### src/rtl/msmc_pkg.sv
// Shared types and width helpers for the matrix-scalar multiply sequencer.
package msmc_pkg;

    typedef enum logic [1:0] {
        ST_IDLE,
        ST_ISSUE,
        ST_DRAIN,
        ST_FIN
    } msmc_state_e;

    // Credits range 0..RES_DEPTH inclusive.
    function automatic int cred_width(input int res_depth);
        return $clog2(res_depth + 1);
    endfunction

    // Element count: rows*cols can never overflow at 2*DIM_W bits.
    function automatic int cnt_width(input int dim_w);
        return 2 * dim_w;
    endfunction

endpackage

### src/rtl/msmc_res_fifo.sv
// Result buffer for multiplier products. Head is read straight from the
// storage flops, so wr_data carries no combinational path from the multiplier.
module msmc_res_fifo #(
    parameter int DATA_W = 32,
    parameter int DEPTH  = 4
) (
    input  logic              clk,
    input  logic              rst_n,
    input  logic              push,
    input  logic [DATA_W-1:0] push_data,
    input  logic              pop,
    output logic              full,
    output logic              empty,
    output logic [DATA_W-1:0] head
);

    localparam int PTR_W = $clog2(DEPTH);
    localparam int CNT_W = $clog2(DEPTH + 1);

    logic [DATA_W-1:0] mem [DEPTH];
    logic [PTR_W-1:0]  wr_ptr;
    logic [PTR_W-1:0]  rd_ptr;
    logic [CNT_W-1:0]  count;
    logic              push_ok;
    logic              pop_ok;

    assign full    = (count == CNT_W'(DEPTH));
    assign empty   = (count == '0);
    assign pop_ok  = pop && !empty;
    // Push into a full buffer is fine when the head leaves in the same cycle.
    assign push_ok = push && (!full || pop);
    assign head    = mem[rd_ptr];

    always_ff @(posedge clk or negedge rst_n) begin
        if (!rst_n) begin
            for (int i = 0; i < DEPTH; i++) begin
                mem[i] <= '0;
            end
            wr_ptr <= '0;
            rd_ptr <= '0;
            count  <= '0;
        end else begin
            if (push_ok) begin
                mem[wr_ptr] <= push_data;
                wr_ptr      <= wr_ptr + 1'b1;
            end
            if (pop_ok) begin
                rd_ptr <= rd_ptr + 1'b1;
            end
            count <= count + CNT_W'(push_ok) - CNT_W'(pop_ok);
        end
    end

endmodule

### src/rtl/matrix_scalar_seq_ctrl.sv
// Matrix-scalar multiply sequencer (C = A * s), credit-limited read issue.
// Optional MSMC_PERF_EN adds perf_cycles / perf_stall counters.
//
// state    | meaning
// ---------+-----------------------------------------------------------
// ST_IDLE  | waiting for a job descriptor, cfg_ready high
// ST_ISSUE | issuing reads of A while elements remain and credits allow
// ST_DRAIN | all reads issued, waiting for every product to be written
// ST_FIN   | job complete, done pulses in the following cycle
module matrix_scalar_seq_ctrl
    import msmc_pkg::*;
#(
    parameter int DATA_W    = 32,
    parameter int DIM_W     = 8,
    parameter int ADDR_W    = 16,
    parameter int MUL_LAT   = 3,
    parameter int RES_DEPTH = 4
) (
    input  logic              clk,
    input  logic              rst_n,
    input  logic              cfg_valid,
    output logic              cfg_ready,
    input  logic [DIM_W-1:0]  cfg_rows,
    input  logic [DIM_W-1:0]  cfg_cols,
    input  logic [DATA_W-1:0] cfg_scalar,
    input  logic [ADDR_W-1:0] cfg_src_base,
    input  logic [ADDR_W-1:0] cfg_dst_base,
    output logic              rd_req_valid,
    input  logic              rd_req_ready,
    output logic [ADDR_W-1:0] rd_req_addr,
    input  logic              rd_rsp_valid,
    input  logic [DATA_W-1:0] rd_rsp_data,
    output logic              mul_valid_in,
    output logic [DATA_W-1:0] mul_a,
    output logic [DATA_W-1:0] mul_b,
    input  logic              mul_valid_out,
    input  logic [DATA_W-1:0] mul_result,
    output logic              wr_valid,
    input  logic              wr_ready,
    output logic [ADDR_W-1:0] wr_addr,
    output logic [DATA_W-1:0] wr_data,
`ifdef MSMC_PERF_EN
    output logic [31:0]       perf_cycles,
    output logic [31:0]       perf_stall,
`endif
    output logic              busy,
    output logic              done
);

    localparam int CNT_W  = cnt_width(DIM_W);
    localparam int CRED_W = cred_width(RES_DEPTH);

    msmc_state_e       state;
    logic [CNT_W-1:0]  total;
    logic [CNT_W-1:0]  issued;
    logic [CNT_W-1:0]  written;
    logic [CNT_W-1:0]  next_total;
    logic [CRED_W-1:0] credits;
    logic [CRED_W-1:0] rd_outstanding;
    logic [CRED_W-1:0] mul_pending;
    logic [DATA_W-1:0] scalar_q;
    logic [ADDR_W-1:0] src_base_q;
    logic [ADDR_W-1:0] dst_base_q;

    logic accept;
    logic issue_hs;
    logic fifo_push;
    logic fifo_pop;
    logic fifo_full;
    logic fifo_empty;

    assign next_total   = CNT_W'(cfg_rows) * CNT_W'(cfg_cols);
    assign cfg_ready    = (state == ST_IDLE);
    assign busy         = (state != ST_IDLE);
    assign accept       = cfg_valid && cfg_ready;

    assign rd_req_valid = (state == ST_ISSUE) && (issued != total) && (credits != '0);
    assign rd_req_addr  = src_base_q + ADDR_W'(issued);
    assign issue_hs     = rd_req_valid && rd_req_ready;

    // Responses/products with nothing outstanding are leftovers of an aborted job.
    assign mul_valid_in = rd_rsp_valid && (rd_outstanding != '0);
    assign mul_a        = mul_valid_in ? rd_rsp_data : '0;
    assign mul_b        = scalar_q;
    assign fifo_push    = mul_valid_out && (mul_pending != '0);

    assign wr_valid     = !fifo_empty;
    assign wr_addr      = dst_base_q + ADDR_W'(written);
    assign fifo_pop     = wr_valid && wr_ready;

    msmc_res_fifo #(
        .DATA_W (DATA_W),
        .DEPTH  (RES_DEPTH)
    ) u_res_fifo (
        .clk       (clk),
        .rst_n     (rst_n),
        .push      (fifo_push),
        .push_data (mul_result),
        .pop       (fifo_pop),
        .full      (fifo_full),
        .empty     (fifo_empty),
        .head      (wr_data)
    );

    always_ff @(posedge clk or negedge rst_n) begin
        if (!rst_n) begin
            state          <= ST_IDLE;
            total          <= '0;
            issued         <= '0;
            written        <= '0;
            credits        <= CRED_W'(RES_DEPTH);
            rd_outstanding <= '0;
            mul_pending    <= '0;
            scalar_q       <= '0;
            src_base_q     <= '0;
            dst_base_q     <= '0;
            done           <= 1'b0;
        end else begin
            done           <= 1'b0;
            rd_outstanding <= rd_outstanding + CRED_W'(issue_hs) - CRED_W'(mul_valid_in);
            mul_pending    <= mul_pending + CRED_W'(mul_valid_in) - CRED_W'(fifo_push);
            credits        <= credits - CRED_W'(issue_hs) + CRED_W'(fifo_pop);
            if (issue_hs) begin
                issued <= issued + 1'b1;
            end
            if (fifo_pop) begin
                written <= written + 1'b1;
            end
            case (state)
                ST_IDLE: begin
                    if (accept) begin
                        total      <= next_total;
                        issued     <= '0;
                        written    <= '0;
                        credits    <= CRED_W'(RES_DEPTH);
                        scalar_q   <= cfg_scalar;
                        src_base_q <= cfg_src_base;
                        dst_base_q <= cfg_dst_base;
                        state      <= (next_total == '0) ? ST_FIN : ST_ISSUE;
                    end
                end
                ST_ISSUE: begin
                    if (issued == total) begin
                        state <= ST_DRAIN;
                    end
                end
                ST_DRAIN: begin
                    if ((written == total) && fifo_empty) begin
                        state <= ST_FIN;
                    end
                end
                ST_FIN: begin
                    done  <= 1'b1;
                    state <= ST_IDLE;
                end
                default: state <= ST_IDLE;
            endcase
        end
    end

`ifdef MSMC_PERF_EN
    logic stall_cond;

    assign stall_cond = (state == ST_ISSUE) &&
                        ((rd_req_valid && !rd_req_ready) ||
                         ((credits == '0) && (issued != total)));

    always_ff @(posedge clk or negedge rst_n) begin
        if (!rst_n) begin
            perf_cycles <= '0;
            perf_stall  <= '0;
        end else if (accept) begin
            perf_cycles <= '0;
            perf_stall  <= '0;
        end else begin
            if (busy && (perf_cycles != '1)) begin
                perf_cycles <= perf_cycles + 1'b1;
            end
            if (stall_cond && (perf_stall != '1)) begin
                perf_stall <= perf_stall + 1'b1;
            end
        end
    end
`endif

    a_rsp_outstanding: assert property (@(posedge clk) disable iff (!rst_n)
        rd_rsp_valid |-> (rd_outstanding != '0));

    a_no_overflow: assert property (@(posedge clk) disable iff (!rst_n)
        fifo_push |-> (!fifo_full || fifo_pop));

endmodule

### config.mk
export PLATFORM = sky130hd
export DESIGN_NAME = matrix_scalar_seq_ctrl
export DESIGN_NICKNAME = d
export VERILOG_FILES = /design/src/rtl/msmc_pkg.sv /design/src/rtl/msmc_res_fifo.sv /design/src/rtl/matrix_scalar_seq_ctrl.sv
export SDC_FILE = /design/constraint.sdc
export NUM_CORES = 1
export LEC_CHECK = 0
export CAP_MARGIN = 25
export CORE_MARGIN = 2
export CORE_UTILIZATION = 45
export DETAILED_ROUTE_END_ITERATION = 10
export GPL_ROUTABILITY_DRIVEN = 0
export PLACE_DENSITY = 0.75
export SYNTH_ARGS = -nofsm -noshare
export SYNTH_HDL_FRONTEND = slang
export SYNTH_HIERARCHICAL = 1
export SYNTH_SLANG_ARGS = --single-unit
### constraint.sdc
create_clock -name clk -period 2.5 [get_ports clk]
set_input_delay 0.5 -clock clk [delete_from_list [all_inputs] [get_ports clk]]
set_output_delay 0.5 -clock clk [all_outputs]
set_load 0.005 [all_outputs]
==> reports/results.ini <==
[routing]
vias=12300
routed_via_density=5.14
wl_um=42700
wl_per_cell_um=17.9
ant_nets=0
drtIter0Drc=524
firstDrtPassIters=4
drcViolationCount=0

[placed_design]
io_buffer_count=284
place_ws_ns=-2.87
hpwl_um=29400

[critical_path]
r2r-end=rd_outstanding[2]
crit_fanout=3
r2r_start=issued[2]
critPathKind=primary input to flip-flop
crit_path_start=cfg_rows[2]
rr_worst_depth=14
critPathLaunchType=primary input
arrival_ns=4.90
reg2reg_slack_ns=-0.28
cp.required_ns=2.96
critPathCaptureType=flip-flop

[pwr]
p_clk_share_pct=17.5
p_leak_uw=0.0105
comb_power_share_pct=54.2
cellPowerDensity_nw_per_um2=1160
seq_power_share_pct=28.3
p_sw_uw=9160
power_uw=26000
p_sw_share_pct=35.2
internal-power_uw=16900
ir_drop_mv=0.649

[clock_tree]
clk_latency_ns=0.59
h-tree-depth=1
cts-root-buf=clkbuf_16
cts_buffer_depth=3
cts_tree=yes
cts.sink_count=259
clk_pin_slew_ns=0.06
cts_buffers=30

[sta]
slew_viol_final=0
max_slew.worst_pin.slew_ns=0.482
finalHoldViolations=0
fin_worst_skew_ns=0.0464
holdWs_ns=0.388
period_needed_ns=4.45
fmax_ghz=0.225
finalSetupViolations=56
finalCritPeriodShare_pct=178
layout_setup_ws_ns=-1.95
rsz0062_at_grt=true
maxSlewHeadroom_pct=67.6

[floorplanning]
initial_utilization_pct=45.3
io_pins=285
die_w_um=187
die_height_um=187
rows=67
dieArea_um2=35000
coreArea_um2=33300

[hold_path]
worstHoldPathType=primary input to async pin

[logic_synthesis]
yosysWarnings=6
synth_cells=1388
syn_area_per_cell_um2=10.9
synth_area_um2=15100
synth_nets=1665

[global_route]
antenna_found_initial=0
track_usage_pct=24.1
grt_max_degree=78
gr-total-overflow=0
grt_pass1_vias=13200
grt_pass1_wl_um=68200

[final_layout]
layout.nets=2196
antenna_cells=0
fin_util_pct=67.1
register_area_um2=6480
area_delta_synth_final_pct=48.1
n_fill_cell=2408
multi_input_area_um2=9020
drive_gt1_share_pct=39.5

[outcome]
outcome=finished with violations
violations=negative setup slack

[flow_run]
cap_viol_max_count=0

==> what timing repair did <==
action                                  CTS  global route
gates cloned                              7             0
endpoints found under the setup margin  116           105
pin swaps                               121           104
hold buffers                              1             0
resized for setup                       492           153
hold endpoints to repair                 34             0
setup buffers                            66            28
==> critical path, stage by stage <==
cell and delay (ns):
buf_8 0.07, buf_6 0.09, buf_6 0.12, nand2_8 0.04
fa_1 0.49, fa_1 0.58, fa_1 0.43, fa_1 0.51
inv_2 0.05, ha_4 0.14, or3_4 0.38, or2_4 0.26
o2111ai_2 0.19, a31oi_1 0.14, xnor2_1 0.18, or4b_1 0.49
o31ai_1 0.23
==> power groups by stage <==
stage	Clock, µW	Sequential (µW)	Combinational [µW]
finish	4560	7350	14100
global route	4850	7560	15200
CTS	4660	7270	13500
detailed placement	0	7300	12700
global placement	0	7150	12200
floorplan	0	7010	6930
==> through the flow <==
step / setup TNS [ns] / cell area [µm²] / cells
finish: -31.36 / 22300 / 2391
global placement: -36.88 / 20000 / 2259
detailed placement: -39.12 / 20000 / 2259
floorplan: -15.12 / 15300 / 1388
global route: -37.34 / 22300 / 2391
CTS: -36.46 / 22100 / 2384
==> routing by layer <==
layer,GRT usage (%),vias up,part of all wire (%)
met5,0,-,0
met4,8.46,0,3.5
met3,4.54,98,5.7
met2,44.3,378,52
met1,28.0,6081,39
li1,-,5736,-
==> area by class of cell <==
type                            instances  area share, %
Tap cell                              448           2.51
Sequential cell                       259           29.0
Clock buffer                           40           3.84
Multi-Input combinational cell        993           40.4
Timing Repair Buffer                  547           21.8
Clock inverter                         16          0.891
Inverter                               88           1.48
==> cell usage in the layout (no fill, tap or decap), types with 8 or more instances in the layout <==
cell,instances
dfrtp_1,256
inv_2,17
nand4_1,11
nor2_1,40
buf_6,66
buf_4,189
buf_12,17
a21o_1,8
xor2_1,38
nor3_1,14
and3_1,9
xnor2_1,48
clkbuf_16,30
mux4_2,32
xnor2_2,19
nand3_1,20
a21oi_1,11
fa_1,35
ha_4,22
buf_2,55
mux2_2,129
and2_4,16
ha_1,58
nand2_1,256
a21oi_2,14
and2_1,60
clkdlybuf4s50_1,169
o21ai_2,11
clkbuf_2,33
inv_1,71
o21ai_0,9
==> flip-flops by register name, summed over array words and instances, names as in the netlist <==
register	count
u_res_fifo/mem	128
mul_b	32
dst_base_q	16
issued	16
src_base_q	16
total	16
written	16
credits	3
mul_pending	3
rd_outstanding	3
u_res_fifo/count	3
state	2
u_res_fifo/rd_ptr	2
u_res_fifo/wr_ptr	2
done	1
==> how the worst max path moves through the flow <==
stage,end,slack (ns),cells past startpoint
finish,state[1],-1.95,17
global route,state[1],-2.05,17
CTS,state[1],-2.00,17
detailed placement,state[1],-2.87,15
global placement,state[1],-2.74,17
floorplan,state[1],-2.09,15
(Power assumes the default switching activity.)
==> patch 1: new RTL, config.mk and constraints unchanged <==
Set the parameter `DIM_W` to 10 (it was 8).
--- a/src/rtl/matrix_scalar_seq_ctrl.sv
+++ b/src/rtl/matrix_scalar_seq_ctrl.sv
@@ -13,3 +13,3 @@
     parameter int DATA_W    = 32,
-    parameter int DIM_W     = 8,
+    parameter int DIM_W     = 10,
     parameter int ADDR_W    = 16,
Ports: changed (resized cfg_cols and cfg_rows); port bits go from 285 to 289. No check against the original RTL was run, so the function may have changed too.
==> patch 1 against the original RTL <==
- the run still ends with setup timing left
- area after synthesis is 13% higher
- core utilization rose by 0.88 points
- sequential cell count increased by 12
- non-clock buffer count increased by 71
- clock skew fell by 0.025 ns
- design area grew 14%
- fmax shrank 12%
- wire length grew 18%
- worst setup slack worse by 0.58 ns
- die area is 12% higher
- via count is 16% higher
- total power is 22% higher
- critical endpoint unchanged
- largest power group unchanged
==> patch 1: results (changes against the original RTL) <==
{| class="wikitable"
! Metric !! Value
|-
| Run status || finished, violations left
|-
| Failing checks || setup timing
|-
| Starting DRT DRC Count || 525 (+0.19%)
|-
| Pin count of the biggest net entering global routing || 66 (-15%)
|-
| Number of cells traversed by the worst register-to-register path || 18 (+4)
|-
| # nets final || 2518 (+15%)
|-
| Power dissipated in combinational cells || 0.0194 W (+38%)
|-
| Final wirelength || 50.2 mm (+18%)
|-
| R2r startpoint || issued[0]$_DFF_PN0_
|-
| Buffer count excluding the clock tree in the final layout || 618 (+13%)
|-
| Finish-stage setup viols || 82 (+46%)
|-
| Total GRT Usage || 24.5% (+0.43 points)
|-
| Clk cell area share || 4.35% (-0.38 points)
|-
| Post-CTS sizing || 594 (+21%)
|-
| Drt pass-1 iters || 5 (+1)
|-
| Setup slack of the worst register-to-register path || -0.64 ns (-0.36 ns)
|-
| Crit path largest cell delay || 0.55 ns (-0.03 ns)
|-
| Final setup margin || -2.53 ns (-0.582 ns)
|-
| Flip-flop and latch share of the layout cell area || 26.7% (-2.3 points)
|-
| Inverters || 99 (+13%)
|-
| CTS Buf Count || 31 (+3.3%)
|-
| Vias in the first global route || 14951 (+13%)
|-
| Post-CTS setup buffer count || 75 (+14%)
|-
| Total nets after synthesis || 1926 (+16%)
|-
| Port Buffer Count || 288 (+1.4%)
|-
| Actual transition at the worst max-transition pin || 0.647 ns (+0.165 ns)
|-
| Power attributed to sequential cells || 0.00760 W (+3.4%)
|-
| CP Launch Point || cfg_rows[3]
|-
| Worst-path fanout max || 4 (+1)
|-
| Wire length of the first global-routing pass || 77.0 mm (+13%)
|-
| Drt via density || 5.21 (+1.3%)
|-
| Setup clock skew after layout || 0.0219 ns (-0.0245 ns)
|}
patch 1: cell count changes in the layout (fill, tap and decap cells not counted), moves of 17 or more:
cell,before,now
sky130_fd_sc_hd__and2_1,60,89
sky130_fd_sc_hd__buf_4,189,229
sky130_fd_sc_hd__fa_1,35,57
sky130_fd_sc_hd__buf_6,66,97
sky130_fd_sc_hd__nor2_1,40,57
patch 1: layer usage:
layer / vias to the layer above / wire length (µm) / global-route usage [%]
met5: - / 11 / 0
met4: 2 / 1490 / 6.68
met3: 112 / 2980 / 5.02
met2: 424 / 26200 / 44.9
met1: 7128 / 19500 / 29.0
li1: 6534 / - / -
patch 1: metrics by stage:
step | total power [W] | setup TNS (ns) | instance area (µm²)
6_report | 0.0318 | -54.80 | 25400
4_1_cts | 0.0301 | -53.29 | 24800
5_1_grt | 0.0338 | -64.46 | 25400
3_5_place_dp | 0.0231 | -62.26 | 22400
2_1_floorplan | 0.0161 | -31.77 | 17400
3_3_place_gp | 0.0225 | -59.52 | 22400
==> patch 2: new RTL, config.mk and constraints unchanged <==
Made on the original files. Add an input register stage for `cfg_rows`, with the module's reset; this delays it by one clock. The other inputs are not delayed to match.
--- a/src/rtl/matrix_scalar_seq_ctrl.sv
+++ b/src/rtl/matrix_scalar_seq_ctrl.sv
@@ -52,2 +52,12 @@
 
+    logic [DIM_W-1:0] cfg_rows_q;
+
+    always_ff @(posedge clk or negedge rst_n) begin
+        if (!rst_n) begin
+            cfg_rows_q <= '0;
+        end else begin
+            cfg_rows_q <= cfg_rows;
+        end
+    end
+
     msmc_state_e       state;
@@ -71,3 +81,3 @@
 
-    assign next_total   = CNT_W'(cfg_rows) * CNT_W'(cfg_cols);
+    assign next_total   = CNT_W'(cfg_rows_q) * CNT_W'(cfg_cols);
     assign cfg_ready    = (state == ST_IDLE);
Formal check against the unedited RTL: not equivalent (a bounded check fails within 4 cycles, from zero or initial values and one cycle with rst_n low).
==> patch 2 against the original RTL <==
- the flow still finishes with violations (setup timing)
- non-clock buffer count is 15 higher
- global-route usage is 0.55 points lower
- largest cell class unchanged
- area after synthesis rose by 1.4%
- core utilization rose by 0.51 points
- fmax fell by 5.6%
- total power fell by 1.8%
- synthesized cell count grew 1.2%
- sequential cell count rose by 8
- worst setup slack worse by 0.26 ns
- wire length down 1.4%
- clock skew is 0.025 ns lower
- design area up 1.5%
==> patch 2: results (changes against the original RTL) <==
{| class="wikitable"
! Metric !! Value
|-
| Run status || finished, violations left
|-
| Failing checks || setup timing
|-
| Switching fraction of total power || 34.5% (-0.67 points)
|-
| Finish-stage setup viols || 48 (-14%)
|-
| Leakage power || 10.7 nW (+2.2%)
|-
| Clock-pin slew of the registers on the worst-case setup and hold paths || 0.06 ns (about the same)
|-
| Drt pass-1 iters || 5 (+1)
|-
| Worst-path fanout max || 6 (+3)
|-
| Worst-case headroom to the max-slew limit || 57.9% (-9.7 points)
|-
| Setup clock skew after layout || 0.0215 ns (-0.0249 ns)
|-
| Placed cell count || 2288 (+1.3%)
|-
| Post-detailed-route wirelength per cell || 17.4 µm (-2.5%)
|-
| Endpoint of the most critical register-to-register path || state[1]$_DFFE_PN0P_
|-
| Vias in the first global route || 13232 (+0.0076%)
|-
| Clock latency on the worst-skew pair || 0.58 ns
|-
| Ratio of cells with drive above 1 in the final layout || 39.2% (-0.31 points)
|-
| Critical path data arrival time || 5.20 ns (+0.30 ns)
|-
| Pwr dens || 1130 nW/µm² (-3.3%)
|-
| Pre-CTS setup slack || -2.87 ns (-0.00184 ns)
|-
| Post-Route Hold Slack || 0.372 ns (-0.0157 ns)
|-
| Pin count of the biggest net entering global routing || 73 (-6.4%)
|-
| R2r startpoint || cfg_rows_q[3]$_DFF_PN0_
|-
| Class of the most critical hold timing path || in -> reg
|-
| Power attributed to sequential cells || 0.00744 W (+1%)
|-
| Number of antenna violations at the first check in global routing || 3 (+3)
|-
| Power of the clock network || 0.00442 W (-3%)
|-
| Final wirelength || 42.1 mm (-1.4%)
|-
| Total GRT Usage || 23.5% (-0.55 points)
|-
| Final setup margin || -2.21 ns (-0.263 ns)
|-
| Total via count in the routed design || 12297 (+0.033%)
|-
| Type of the worst setup path || reg -> reg
|}
[patch 2: critical path, cell delays in order (launching register included)]
cell and delay, ns:
sky130_fd_sc_hd__dfrtp_2 0.46, sky130_fd_sc_hd__and2_4 0.16, sky130_fd_sc_hd__fa_1 0.55, sky130_fd_sc_hd__fa_1 0.43
sky130_fd_sc_hd__fa_1 0.49, sky130_fd_sc_hd__inv_1 0.06, sky130_fd_sc_hd__fa_1 0.50, sky130_fd_sc_hd__inv_2 0.05
sky130_fd_sc_hd__ha_4 0.15, sky130_fd_sc_hd__or3_4 0.33, sky130_fd_sc_hd__o2111a_2 0.30, sky130_fd_sc_hd__o2111a_1 0.25
sky130_fd_sc_hd__a311o_1 0.29, sky130_fd_sc_hd__or4b_1 0.49, sky130_fd_sc_hd__o21ai_1 0.13
[patch 2: final cells by class]
cell class / instances / area, µm²
Tap cell: 448 / 561
Multi-Input combinational cell: 999 / 9060
Antenna cell: 2 / 5.00
Timing Repair Buffer: 562 / 5030
Fill cell: 2461 / 10900
Clock inverter: 12 / 168
Clock buffer: 38 / 821
Sequential cell: 267 / 6690
Inverter: 88 / 335
[patch 2: metal layers]
| layer | vias to the layer above | GRT usage (%) | part of all wire [%] |
|---|---|---|---|
| met1 | 6072 | 28.9 | 40 |
| met2 | 329 | 42.0 | 51 |
| met4 | 2 | 6.28 | 2.6 |
| met5 | - | 0 | 0.031 |
| met3 | 80 | 4.90 | 5.9 |
| li1 | 5814 | - | - |
[patch 2: timing repair]
action | in CTS | in global routing
endpoints found under the hold margin | 33 | 0
pin swaps | 90 | 81
setup endpoints to repair | 119 | 114
setup buffers | 63 | 31
resized for setup | 427 | 164
hold buffers | 1 | 0
cloned | 6 | 0
